**src/rtl/chess_clock_arbiter_if.sv**
```systemverilog
// Signal bundle between the chess clock arbiter and its button/counter
// front-end. The master side drives the pulses and levels; the slave side is the arbiter.
interface chess_clock_arbiter_if;
    // i_start, i_pause and i_turn are single-cycle pulses and i_zero is a level.
    // All of them are sampled on the rising clock edge. There is no back-pressure.
    // Every o_* signal is registered, so it changes one cycle after the input that caused it.
    logic             i_start;
    logic             i_pause;
    logic [1:0][3:0]  i_cfg;
    logic [1:0]       i_turn;
    logic [1:0]       i_zero;
    logic [1:0]       o_restart;
    logic [1:0][3:0]  o_init;
    logic [1:0]       o_stop;
    logic [1:0]       o_win;
    logic [1:0][3:0]  o_moves;
    logic [2:0]       o_state;

    modport master (
        output i_start, i_pause, i_cfg, i_turn, i_zero,
        input  o_restart, o_init, o_stop, o_win, o_moves, o_state
    );

    modport slave (
        input  i_start, i_pause, i_cfg, i_turn, i_zero,
        output o_restart, o_init, o_stop, o_win, o_moves, o_state
    );
endinterface

```
**src/rtl/chess_clock_arbiter.sv**
```systemverilog
// Two-player chess clock arbiter: decides whose counter runs, handles pause,
// game over and abort, and keeps the BCD count of completed full moves.
module chess_clock_arbiter #(
    parameter int p_first = 0
) (
    input  logic                  i_clk,
    input  logic                  i_rst,
    chess_clock_arbiter_if.slave  bus
);

    typedef enum logic [2:0] {
        st_idle  = 3'd0,
        st_run0  = 3'd1,
        st_run1  = 3'd2,
        st_pause = 3'd3,
        st_over  = 3'd4
    } state_t;

    localparam logic   first_bit   = (p_first != 0);
    localparam state_t first_state = first_bit ? st_run1 : st_run0;

    state_t           state_q, state_d;
    logic             resume_q, resume_d;
    logic [1:0]       win_q, win_d;
    logic [1:0][3:0]  moves_q, moves_d;
    logic [1:0][3:0]  init_q, init_d;
    logic             player;
    logic [1:0]       restart;
    logic [1:0]       stop;

    // In a RUN state, this is the index of the player whose clock is running.
    assign player = (state_q == st_run1);

    function automatic logic [1:0][3:0] bcd_inc(input logic [1:0][3:0] v);
        logic [1:0][3:0] r;
        r = v;
        if (v[0] == 4'd9) begin
            r[0] = 4'd0;
            r[1] = (v[1] == 4'd9) ? 4'd0 : v[1] + 4'd1;
        end else begin
            r[0] = v[0] + 4'd1;
        end
        return r;
    endfunction

    always_ff @(posedge i_clk or negedge i_rst) begin
        if (!i_rst) begin
            state_q  <= st_idle;
            resume_q <= 1'b0;
            win_q    <= 2'b00;
            moves_q  <= '0;
            init_q   <= '0;
        end else begin
            state_q  <= state_d;
            resume_q <= resume_d;
            win_q    <= win_d;
            moves_q  <= moves_d;
            init_q   <= init_d;
        end
    end

    // Priority among events that arrive together: start, then zero, then pause, then turn.
    always_comb begin
        state_d  = state_q;
        resume_d = resume_q;
        win_d    = win_q;
        moves_d  = moves_q;
        init_d   = init_q;
        case (state_q)
            st_idle: begin
                init_d  = bus.i_cfg;
                win_d   = 2'b00;
                moves_d = '0;
                if (bus.i_start) state_d = first_state;
            end
            st_run0, st_run1: begin
                win_d = 2'b00;
                if (bus.i_start) begin
                    state_d = st_idle;
                end else if (bus.i_zero[player]) begin
                    state_d = st_over;
                    win_d   = player ? 2'b01 : 2'b10;
                end else if (bus.i_pause) begin
                    state_d  = st_pause;
                    resume_d = player;
                end else if (bus.i_turn[player]) begin
                    state_d = player ? st_run0 : st_run1;
                    // A full move is finished when the second player to move clicks.
                    if (player != first_bit) moves_d = bcd_inc(moves_q);
                end
            end
            st_pause: begin
                if (bus.i_start)      state_d = st_idle;
                else if (bus.i_pause) state_d = resume_q ? st_run1 : st_run0;
            end
            st_over: begin
                if (bus.i_start) state_d = st_idle;
            end
            default: state_d = st_idle;
        endcase
        if (state_d == st_idle) begin
            moves_d = '0;
            win_d   = 2'b00;
        end
    end

    always_comb begin
        restart = 2'b11;
        stop    = 2'b11;
        case (state_q)
            st_run0: begin
                restart = 2'b00;
                stop    = 2'b10;
            end
            st_run1: begin
                restart = 2'b00;
                stop    = 2'b01;
            end
            st_pause, st_over: begin
                restart = 2'b00;
                stop    = 2'b11;
            end
            default: begin
                restart = 2'b11;
                stop    = 2'b11;
            end
        endcase
    end

    assign bus.o_restart = restart;
    assign bus.o_stop    = stop;
    assign bus.o_win     = win_q;
    assign bus.o_moves   = moves_q;
    assign bus.o_init    = init_q;
    assign bus.o_state   = state_q;

endmodule

```
**src/flat_wrapper.sv**
```systemverilog
// flat-port wrapper written by rule: the top's interface ports become plain ports
module chess_clock_arbiter_flat 
#(
    parameter int p_first = 0
)
  (i_clk, i_rst, bus_i_start, bus_i_pause, bus_i_cfg, bus_i_turn, bus_i_zero, bus_o_restart, bus_o_init, bus_o_stop, bus_o_win, bus_o_moves, bus_o_state);
  chess_clock_arbiter_if bus_i ();
  input  logic i_clk;
  input  logic i_rst;
  input wire logic [$bits(bus_i.i_start)-1:0] bus_i_start;
  input wire logic [$bits(bus_i.i_pause)-1:0] bus_i_pause;
  input wire logic [$bits(bus_i.i_cfg)-1:0] bus_i_cfg;
  input wire logic [$bits(bus_i.i_turn)-1:0] bus_i_turn;
  input wire logic [$bits(bus_i.i_zero)-1:0] bus_i_zero;
  output wire logic [$bits(bus_i.o_restart)-1:0] bus_o_restart;
  output wire logic [$bits(bus_i.o_init)-1:0] bus_o_init;
  output wire logic [$bits(bus_i.o_stop)-1:0] bus_o_stop;
  output wire logic [$bits(bus_i.o_win)-1:0] bus_o_win;
  output wire logic [$bits(bus_i.o_moves)-1:0] bus_o_moves;
  output wire logic [$bits(bus_i.o_state)-1:0] bus_o_state;
  assign bus_i.i_start = bus_i_start;
  assign bus_i.i_pause = bus_i_pause;
  assign bus_i.i_cfg = bus_i_cfg;
  assign bus_i.i_turn = bus_i_turn;
  assign bus_i.i_zero = bus_i_zero;
  assign bus_o_restart = bus_i.o_restart;
  assign bus_o_init = bus_i.o_init;
  assign bus_o_stop = bus_i.o_stop;
  assign bus_o_win = bus_i.o_win;
  assign bus_o_moves = bus_i.o_moves;
  assign bus_o_state = bus_i.o_state;
  chess_clock_arbiter #(.p_first(p_first)) u_core (.i_clk(i_clk), .i_rst(i_rst), .bus(bus_i));
endmodule
```
**config.mk**
```make
export PLATFORM = sky130hd
export DESIGN_NAME = chess_clock_arbiter_flat
export DESIGN_NICKNAME = d
export VERILOG_FILES = /design/src/rtl/chess_clock_arbiter_if.sv /design/src/rtl/chess_clock_arbiter.sv /design/src/flat_wrapper.sv
export SDC_FILE = /design/constraint.sdc
export NUM_CORES = 1
export LEC_CHECK = 0
export BUFFER_PORTS_ARGS = -buffer_cell sky130_fd_sc_hd__buf_2
export CAP_MARGIN = 5
export CORE_UTILIZATION = 49
export CTS_CLUSTER_DIAMETER = 60
export CTS_CLUSTER_SIZE = 25
export DETAILED_ROUTE_END_ITERATION = 8
export MAX_ROUTING_LAYER = met4
export PLACE_DENSITY = 0.82
export SYNTH_ARGS = -nofsm -noshare
export SYNTH_HDL_FRONTEND = slang
export SYNTH_SLANG_ARGS = --single-unit
```
**constraint.sdc**
```tcl
create_clock -name i_clk -period 2.19 [get_ports i_clk]
set_clock_uncertainty 0.15 [all_clocks]
set_input_delay 0.3285 -clock i_clk [delete_from_list [all_inputs] [get_ports i_clk]]
set_output_delay 0.3285 -clock i_clk [all_outputs]
set_load 0.05 [all_outputs]
```
[Yosys cells after proc, flatten, opt, wreduce, memory -nomap -nowiden]
Index checks and enable logic that the tools add are counted.
Storage, ports and cells
  input bits: 16
  output and inout port bits: 25
  bits in registers: 22
Operators by class
  mux-type cells: 32
  reduce and logical (&&, ||, !) cells: 8
  bitwise gates (word level): 2
  equal/unequal tests: 12
  order comparisons: 1
  $add $sub $neg: 2
Operator list (number)
  two-way mux 8 bit: 6
  two-way mux 3 bit: 8
  case mux 8 bit (2 select lines): 1
  two-way mux 2 bit: 7
  two-way mux 4 bit: 3
  case mux 3 bit (4 select lines): 1
  inequality test 3 x 1 -> 1 bit, second input constant: 3
  adder 4 x 1 -> 4 bit, second input constant: 2
  equality test 4 bit, second input constant: 2
  case mux 2 bit (2 select lines): 2
  AND reduction 7 bit: 1
  equality test 3 x 2 -> 1 bit, second input constant: 2
  logical NOT 3 bit: 2
  inequality test 3 x 2 -> 1 bit, second input constant: 2
  AND reduction 6 bit: 1
  two-way mux 1 bit: 4
  AND reduction 4 bit: 1
  OR reduction 4 bit: 1
  equality test 3 x 1 -> 1 bit, second input constant: 1
  equality test 3 bit, second input constant: 1
  inequality test 3 bit, second input constant: 1
  nonzero test 3 bit: 1
  < comparator 1 x 2 -> 1 bit, second input constant: 1
  NOT 1 bit: 2
  OR reduction 2 bit: 1

[Depth between registers and ports, before layout]
Gate-level depths: netlist (run 1).
  word-level depth: 11
  mapped depth: 7

[Worst setup path after synthesis (run 1)]
OpenSTA, ideal clock, no wires.
  path type: register to output
  start point: register u_core.state_q[0] (netlist: u_core.bus.o_state[0])
  end point: output port bus_o_restart[1]
  buffers on the path: 2
  required time: 1.712 ns
  stages on the path, launching flop included: 5
  setup slack: -0.639 ns
  arrival: 2.350 ns
  path through: dfrtp_1 -> clkbuf_1 -> nor2_1 -> xor2_1 -> buf_4
On the way
  cells in the longest elaborated chain, start to end: 3
  elaborated cells between the ends (all ways): 6
Ends and longest elaborated chain
  from (decl): line chess_clock_arbiter.sv:22  | state_t state_q, state_d;
  from (signal assigned): line chess_clock_arbiter.sv:48  | state_q <= st_idle;
  from (signal assigned): line chess_clock_arbiter.sv:54  | state_q <= state_d;
  equality test 3 x 1 -> 1 bit (tied with other cells): line chess_clock_arbiter.sv:110  | case (state_q)
  OR reduction 4 bit (no line) *
  two-way mux 2 bit *: line chess_clock_arbiter.sv:110
  to (decl): line flat_wrapper.sv:15  | output wire logic [$bits(bus_i.o_restart)-1:0] bus_o_restart;
Every way passes the cells marked *; elsewhere a longest branch is shown, timed or not.

[Worst setup path after layout (run 1)]
  start point: register u_core.state_q[0] (netlist: u_core.bus.o_state[0])
  end point: output port bus_o_stop[1]
On the way
  cells in the longest elaborated chain, start to end: 2
  elaborated cells between the ends (all ways): 3
Ends and longest elaborated chain
  equality test 3 x 2 -> 1 bit or equality test 3 x 1 -> 1 bit (tied branches): line chess_clock_arbiter.sv:110
  case mux 2 bit (2 select lines) *: line chess_clock_arbiter.sv:110
  to (decl): line flat_wrapper.sv:17  | output wire logic [$bits(bus_i.o_stop)-1:0] bus_o_stop;
Marks and branches as above.

==> metrics.txt, run 1 <==
# TYPE chip_impl_metric gauge
chip_impl_info{name="critPathCaptureType",value="primary output"} 1
chip_impl_info{name="critical_path.slowest_cell",value="dfrtp_2"} 1
chip_impl_metric{name="total_vias_in_the_final_route",unit=""} 1048
chip_impl_info{name="crit_chain",value="buf_4 -> nor3b_2 -> inv_1 -> buf_2"} 1
chip_impl_metric{name="grt_pass1_wl",unit="mm"} 4.15
chip_impl_info{name="rsz0062_at_grt",value="no"} 1
chip_impl_metric{name="cp.required",unit="ps"} 1710
chip_impl_metric{name="post_dp_cell_area",unit="um^2"} 1480
chip_impl_metric{name="sum_of_buffers_and_inverters_on_the_critical_path",unit=""} 3
chip_impl_metric{name="finalNetCount",unit=""} 175
chip_impl_metric{name="flow.area_growth_from_synthesis",unit="%"} 23.6
chip_impl_metric{name="cp_data_arrival_time",unit="ps"} 1530
chip_impl_metric{name="fillerInstances",unit=""} 204
chip_impl_metric{name="viasPerCell",unit=""} 5.63
chip_impl_metric{name="fp-row-count",unit=""} 17
chip_impl_metric{name="worst_skew_pair.late_latency",unit="ps"} 300
chip_impl_metric{name="global_route_total_overflow",unit=""} 0
chip_impl_metric{name="die_w",unit="um"} 52.2
chip_impl_metric{name="place.gp.congestion",unit=""} 0.866
chip_impl_metric{name="worst_hold_slack",unit="ps"} 96.4
chip_impl_metric{name="htreeDepth",unit=""} 1
chip_impl_metric{name="final_critical_period",unit="ps"} 2010
chip_impl_metric{name="floorplan.die.height",unit="um"} 52.2
chip_impl_metric{name="largest_net_degree_at_the_start_of_global_routing",unit=""} 23
chip_impl_metric{name="clockBufferDepth",unit=""} 2
chip_impl_metric{name="postRouteAntennaNets",unit=""} 0
chip_impl_metric{name="wirelength",unit="mm"} 2.60
chip_impl_metric{name="tightest_slew",unit="ps"} 566
chip_impl_metric{name="antennaDiodeCount",unit=""} 0
chip_impl_metric{name="drv.max_cap_violation_count",unit=""} 0
chip_impl_metric{name="initial_utilization",unit="%"} 53.8
chip_impl_metric{name="cts.sinks",unit=""} 22
chip_impl_metric{name="totalPowerFinal",unit="W"} 0.00160
chip_impl_metric{name="tritoncts.num_buffers",unit=""} 3
chip_impl_metric{name="antenna_found_initial",unit=""} 0
chip_impl_info{name="cts_tree",value="yes"} 1
chip_impl_metric{name="synthDistinctLibCells",unit=""} 40
chip_impl_info{name="worst_setup_path_start_kind",value="flop"} 1
chip_impl_metric{name="syn_area",unit="um^2"} 1230
chip_impl_metric{name="syn_area_per_cell",unit="um^2"} 10.6
chip_impl_metric{name="hpwl",unit="mm"} 1.89
chip_impl_metric{name="final.period_utilization",unit="%"} 91.6
chip_impl_metric{name="cells_after_synthesis",unit=""} 116
chip_impl_metric{name="full_die_area",unit="um^2"} 2720
chip_impl_metric{name="crit_path_max_incr_delay",unit="ps"} 490
chip_impl_metric{name="crit_path_max_fanout",unit=""} 9
chip_impl_metric{name="final_hold_viol_count",unit=""} 0
chip_impl_metric{name="grt_pass1_vias",unit=""} 904
chip_impl_info{name="timing.critical_path.max_delay_family",value="flip-flops"} 1
chip_impl_info{name="crit_type",value="reg2out"} 1
chip_impl_metric{name="fraction_of_the_yosys_area_taken_by_sequential_cells",unit="%"} 44.6
chip_impl_metric{name="port-buffer-count",unit=""} 40
chip_impl_metric{name="synthesis.nets",unit=""} 132
chip_impl_metric{name="maxSlewHeadroom",unit="%"} 61.8
chip_impl_metric{name="finalCoreUtilization",unit="%"} 66.4
chip_impl_metric{name="grt_util_all_layers",unit="%"} 21.8
chip_impl_info{name="min_path_type",value="in2reg"} 1
chip_impl_metric{name="synth_warnings",unit=""} 0
chip_impl_metric{name="wire_per_inst",unit="um"} 14.0
chip_impl_metric{name="clk_transition_reported_paths",unit="ps"} 130
chip_impl_metric{name="fmax",unit="MHz"} 498
chip_impl_metric{name="synth_seq_cells",unit=""} 22
chip_impl_metric{name="boundaryPins",unit=""} 41
chip_impl_metric{name="power.ir.vdd_worst",unit="mV"} 0.771
chip_impl_metric{name="p_per_area",unit="nW/um^2"} 1050
chip_impl_metric{name="totalNegativeSetupSlack",unit="ps"} 0
chip_impl_metric{name="total_leakage_power",unit="nW"} 0.683
chip_impl_metric{name="final_number_of_setup_violating_endpoints",unit=""} 0
chip_impl_metric{name="drc",unit=""} 0
chip_impl_metric{name="final_cell_area",unit="um^2"} 1530
chip_impl_metric{name="number_of_buffers_inserted_by_post_cts_setup_repair",unit=""} 0
chip_impl_metric{name="drive_above_1_share",unit="%"} 44.3
chip_impl_metric{name="timing_max_transition_violations_final",unit=""} 0
chip_impl_metric{name="placeable_core_area",unit="um^2"} 2300
chip_impl_info{name="clockRootBuffer",value="clkbuf_4"} 1
chip_impl_info{name="run_status",value="complete, no violations"} 1
chip_impl_metric{name="drtIter0Drc",unit=""} 15
chip_impl_metric{name="dr.pass1.iters",unit=""} 4
report_power, final:
| group | internal (W) | switching, W | total [W] |
|---|---|---|---|
| Combinational | 0.000251 | 0.000575 | 0.000826 |
| Clock | 0.000101 | 0.000122 | 0.000224 |
| Sequential | 0.000485 | 0.0000654 | 0.000550 |
| Total | 0.000837 | 0.000763 | 0.00160 |
what timing repair did:
item                                   CTS  global route
resized for setup                        0             1
endpoints found under the hold margin   22             0
setup endpoints to repair                0             1
hold buffers                             1             0
routing by layer:
metal / wire length [um] / share of wire [%] / vias up / GRT usage (%)
met2: 1210 / 46 / 35 / 32.9
met5: 0 / 0 / - / -
met4: 37 / 1.4 / 0 / 9.21
li1: - / - / 509 / -
met1: 1240 / 48 / 500 / 29.2
met3: 118 / 4.5 / 4 / 3.48
logic make-up (layout without fill, tap and decap cells):
family,count (synthesis),in the layout,synth area share (%)
AOI/OAI and AO/OA,32,32,17.7
muxes,11,11,9.83
DFF,22,22,44.6
and+or+nand+nor,37,37,19.8
xor gates and xnor gates,4,4,2.84
buffers and inverters,10,52,5.27
synth_stat cells:
cell	instances	area [um^2]
mux2i_1	2	20.0
mux2_2	9	101
clkbuf_1	2	7.51
o21bai_1	1	7.51
o21a_1	1	7.51
a221o_1	2	20.0
nor2b_1	2	12.5
nor4b_4	1	23.8
dfrtp_1	22	551
nor3b_1	4	30.0
xnor2_1	3	26.3
or4_4	1	11.3
a22oi_1	1	7.51
xor2_1	1	8.76
inv_1	3	11.3
buf_4	1	7.51
or2_1	1	6.26
or3b_2	2	17.5
and2b_2	1	8.76
o21ai_0	10	50.1
a311oi_1	1	8.76
a31oi_1	2	12.5
nor2_1	5	18.8
nand3b_1	3	22.5
a211oi_1	3	22.5
nor4b_1	1	8.76
buf_2	1	5.00
o31ai_1	4	30.0
a21oi_1	4	20.0
o41ai_1	1	8.76
or2_2	1	6.26
nor3_2	1	10.0
a21o_1	1	7.51
nand3_1	1	5.00
o41ai_2	1	16.3
nand2_1	9	33.8
buf_6	3	33.8
nor4bb_1	1	10.0
nor3_1	2	10.0
or3b_1	1	8.76
flip-flops by register name, indices dropped and copies added, names as in the netlist:
| register | flops |
|---|---|
| u_core.bus.o_state | 3 |
| u_core.resume_q | 1 |
| u_core.bus.o_moves | 8 |
| u_core.bus.o_win | 2 |
| u_core.bus.o_init | 8 |
path summary, 6_finish.rpt:
path / depth (start not counted) / slack (ps) / end / startpoint
min in group asynchronous: 2 / 350 / u_core.bus.o_moves[3]$_DFFE_PN0P_ / i_rst
hold / removal: 2 / 100 / u_core.bus.o_init[6]$_DFFE_PN0P_ / bus_i_cfg[6]
setup / recovery: 4 / 180 / bus_o_stop[1] / u_core.bus.o_state[0]$_DFF_PN0_
setup reg to reg: 4 / 250 / u_core.resume_q$_DFFE_PN0P_ / u_core.bus.o_state[1]$_DFF_PN0_
hold reg to reg: 1 / 370 / u_core.bus.o_init[3]$_DFFE_PN0P_ / u_core.bus.o_init[3]$_DFFE_PN0P_
max in group asynchronous: 2 / 1170 / u_core.bus.o_state[0]$_DFF_PN0_ / i_rst
metrics by stage:
step / setup slack [ps] / instances
finish: 184 / 186
CTS: 23.9 / 186
detailed placement: 262 / 181
floorplan: 35.4 / 116
global route: 70.4 / 186
global placement: 306 / 181
cell type report:
type                    instances  area (um^2)  area share (%)
clock buffers                   4         36.3            2.38
inverters                       3         11.3           0.738
multi-input cells              84          651            42.6
flip-flops and latches         22          553            36.2
well taps                      28         35.0            2.30
repair buffers                 45          240            15.7
cell usage in the layout (no fill, tap or decap), drive strengths merged, types with 4 or more instances in the layout:
cell type	count
mux2	9
dfrtp	22
buf	44
a21oi	4
nor3b	4
o21ai	10
o31ai	4
nand2	9
nor2	5
clkbuf	4
Note: power is estimated with default switching activity, not from simulation.
==> run 2: changes to the inputs <==
Settings changed: CORE_UTILIZATION 49 to 45, PLACE_DENSITY 0.82 to 0.76, TNS_END_PERCENT set to 20.
==> metrics.txt, run 2 (synthesis results as in run 1) <==
# TYPE chip_impl_metric gauge
chip_impl_metric{name="final_critical_period",unit="ps"} 2090
chip_impl_metric{name="grt_pass1_vias",unit=""} 909
chip_impl_metric{name="wirelength",unit="mm"} 2.50
chip_impl_metric{name="largest_net_degree_at_the_start_of_global_routing",unit=""} 23
chip_impl_metric{name="grtUsageMet3",unit="%"} 3.33
chip_impl_info{name="timing.critical_path.max_delay_family",value="flip-flops"} 1
chip_impl_metric{name="floorplan.die.height",unit="um"} 54.4
chip_impl_metric{name="full_die_area",unit="um^2"} 2960
chip_impl_metric{name="placeable_core_area",unit="um^2"} 2540
chip_impl_metric{name="multiInputGateArea",unit="um^2"} 651
chip_impl_metric{name="final_cell_area",unit="um^2"} 1550
chip_impl_info{name="globalRoute.busiestLayer",value="met2"} 1
chip_impl_info{name="most-common-layout-cells",value="buf_2 (38), dfrtp_1 (20), o21ai_0 (10)"} 1
chip_impl_metric{name="hpwl",unit="mm"} 1.88
chip_impl_metric{name="tightest_slew",unit="ps"} 580
chip_impl_info{name="critPathCaptureType",value="primary output"} 1
chip_impl_metric{name="totalNegativeSetupSlack",unit="ps"} 0
chip_impl_metric{name="finalNetCount",unit=""} 175
chip_impl_metric{name="cp.required",unit="ps"} 1710
chip_impl_metric{name="ff_latch_area",unit="um^2"} 553
chip_impl_metric{name="port-buffer-count",unit=""} 40
chip_impl_metric{name="crit_path_max_incr_delay",unit="ps"} 510
chip_impl_metric{name="grt_pass1_wl",unit="mm"} 4.06
chip_impl_metric{name="crit_path_max_fanout",unit=""} 11
chip_impl_metric{name="die_w",unit="um"} 54.4
chip_impl_info{name="crit_chain",value="buf_4 -> nor2_4 -> xor2_4 -> clkbuf_4"} 1
chip_impl_metric{name="drv.max_cap_violation_count",unit=""} 0
chip_impl_metric{name="drive_above_1_share",unit="%"} 44.3
chip_impl_metric{name="sum_of_buffers_and_inverters_on_the_critical_path",unit=""} 2
chip_impl_metric{name="power.ir.vdd_worst",unit="mV"} 0.963
chip_impl_metric{name="cp_data_arrival_time",unit="ps"} 1610
chip_impl_metric{name="clk_transition_reported_paths",unit="ps"} 130
chip_impl_metric{name="clockBufferDepth",unit=""} 2
chip_impl_info{name="min_path_type",value="in2reg"} 1
chip_impl_metric{name="global_route.usage.met2",unit="%"} 31.7
chip_impl_metric{name="wire_per_inst",unit="um"} 13.3
chip_impl_metric{name="post_dp_cell_area",unit="um^2"} 1480
chip_impl_metric{name="antennaDiodeCount",unit=""} 0
chip_impl_metric{name="place.gp.congestion",unit=""} 0.744
chip_impl_metric{name="globalRouteMet1Util",unit="%"} 24.7
chip_impl_info{name="rsz0062_at_grt",value="yes"} 1
chip_impl_metric{name="cts.sinks",unit=""} 22
chip_impl_metric{name="drtIter0Drc",unit=""} 15
chip_impl_metric{name="drc",unit=""} 0
chip_impl_metric{name="total_leakage_power",unit="nW"} 0.693
chip_impl_metric{name="worst_hold_slack",unit="ps"} 89.1
chip_impl_info{name="run_status",value="complete, no violations"} 1
chip_impl_metric{name="global_route_total_overflow",unit=""} 0
chip_impl_metric{name="worst_skew_pair.late_latency",unit="ps"} 310
chip_impl_metric{name="fmax",unit="MHz"} 478
chip_impl_metric{name="final_hold_viol_count",unit=""} 0
chip_impl_metric{name="flow.area_growth_from_synthesis",unit="%"} 25.5
chip_impl_metric{name="finalCoreUtilization",unit="%"} 60.9
chip_impl_metric{name="viasPerCell",unit=""} 5.47
chip_impl_metric{name="fillerInstances",unit=""} 221
chip_impl_metric{name="timing_max_transition_violations_final",unit=""} 0
chip_impl_metric{name="initial_utilization",unit="%"} 48.5
chip_impl_metric{name="final.period_utilization",unit="%"} 95.4
chip_impl_info{name="crit_type",value="reg2out"} 1
chip_impl_metric{name="tritoncts.num_buffers",unit=""} 3
chip_impl_metric{name="postRouteAntennaNets",unit=""} 0
chip_impl_metric{name="maxSlewHeadroom",unit="%"} 61.1
chip_impl_info{name="critical_path.slowest_cell",value="dfrtp_2"} 1
chip_impl_metric{name="boundaryPins",unit=""} 41
chip_impl_metric{name="p_per_area",unit="nW/um^2"} 1080
chip_impl_metric{name="total_vias_in_the_final_route",unit=""} 1028
chip_impl_metric{name="grt_util_all_layers",unit="%"} 19.5
chip_impl_metric{name="fp-row-count",unit=""} 18
chip_impl_info{name="worst_setup_path_start_kind",value="flop"} 1
chip_impl_metric{name="final_number_of_setup_violating_endpoints",unit=""} 0
chip_impl_info{name="commonest_non_fill_non_tap_cell_in_the_layout",value="buf_2"} 1
chip_impl_metric{name="htreeDepth",unit=""} 1
chip_impl_info{name="cts_tree",value="yes"} 1
chip_impl_metric{name="antenna_found_initial",unit=""} 0
chip_impl_metric{name="dr.pass1.iters",unit=""} 5
chip_impl_info{name="clockRootBuffer",value="clkbuf_4"} 1
run 2: path summary, 6_finish.rpt:
path                                                       start                           endpoint  slack [ps]  cells past startpoint
worst max-delay path             u_core.bus.o_state[0]$_DFF_PN0_                   bus_o_restart[1]         100                      4
worst min-delay path                                bus_i_cfg[1]   u_core.bus.o_init[1]$_DFFE_PN0P_          90                      2
worst max register to register   u_core.bus.o_state[2]$_DFF_PN0_  u_core.bus.o_moves[5]$_DFFE_PN0P_         310                      3
worst min register to register  u_core.bus.o_init[4]$_DFFE_PN0P_   u_core.bus.o_init[4]$_DFFE_PN0P_         370                      1
max in group asynchronous                                  i_rst    u_core.bus.o_state[1]$_DFF_PN0_        1190                      2
min in group asynchronous                                  i_rst   u_core.bus.o_init[5]$_DFFE_PN0P_         340                      2
run 2: stage by stage:
stage                     std cells  total power [W]  worst slack, ps
final                           188          0.00168             99.9
after global routing            188          0.00176            0.836
after CTS                       188          0.00168             36.7
after detailed placement        183          0.00137              258
after global placement          183          0.00135              302
after floorplan                 116          0.00120             35.4
run 2: area by class of cell:
cell class,count,area share (%)
Clock inverter,1,1.94
Multi-Input combinational cell,84,42.0
Sequential cell,22,35.7
Inverter,3,0.726
Clock buffer,3,1.45
Timing Repair Buffer,45,15.8
Tap cell,30,2.42
run 2: worst reg2reg max path: stages (launching register included):
cell and delay [ps]:
dfrtp_1 490, or2_1 280, or4_4 560, o41ai_2 310
run 2: what timing repair did:
action	4_1_cts	5_1_grt
hold buffers	1	0
endpoints found under the setup margin	0	3
buffers inserted	0	0
hold endpoints to repair	22	0
resized for setup	0	3
run 2: per-layer routing:
metal / vias up / wire, um
li1: 509 / -
met1: 488 / 1190
met2: 29 / 1210
met3: 2 / 96
met4: 0 / 5
met5: - / 0
run 2: power by group:
group / switching, W / total [W] / internal (W)
Clock: 0.000128 / 0.000313 / 0.000185
Sequential: 0.0000672 / 0.000552 / 0.000485
Combinational: 0.000567 / 0.000816 / 0.000249
Total: 0.000762 / 0.00168 / 0.000919
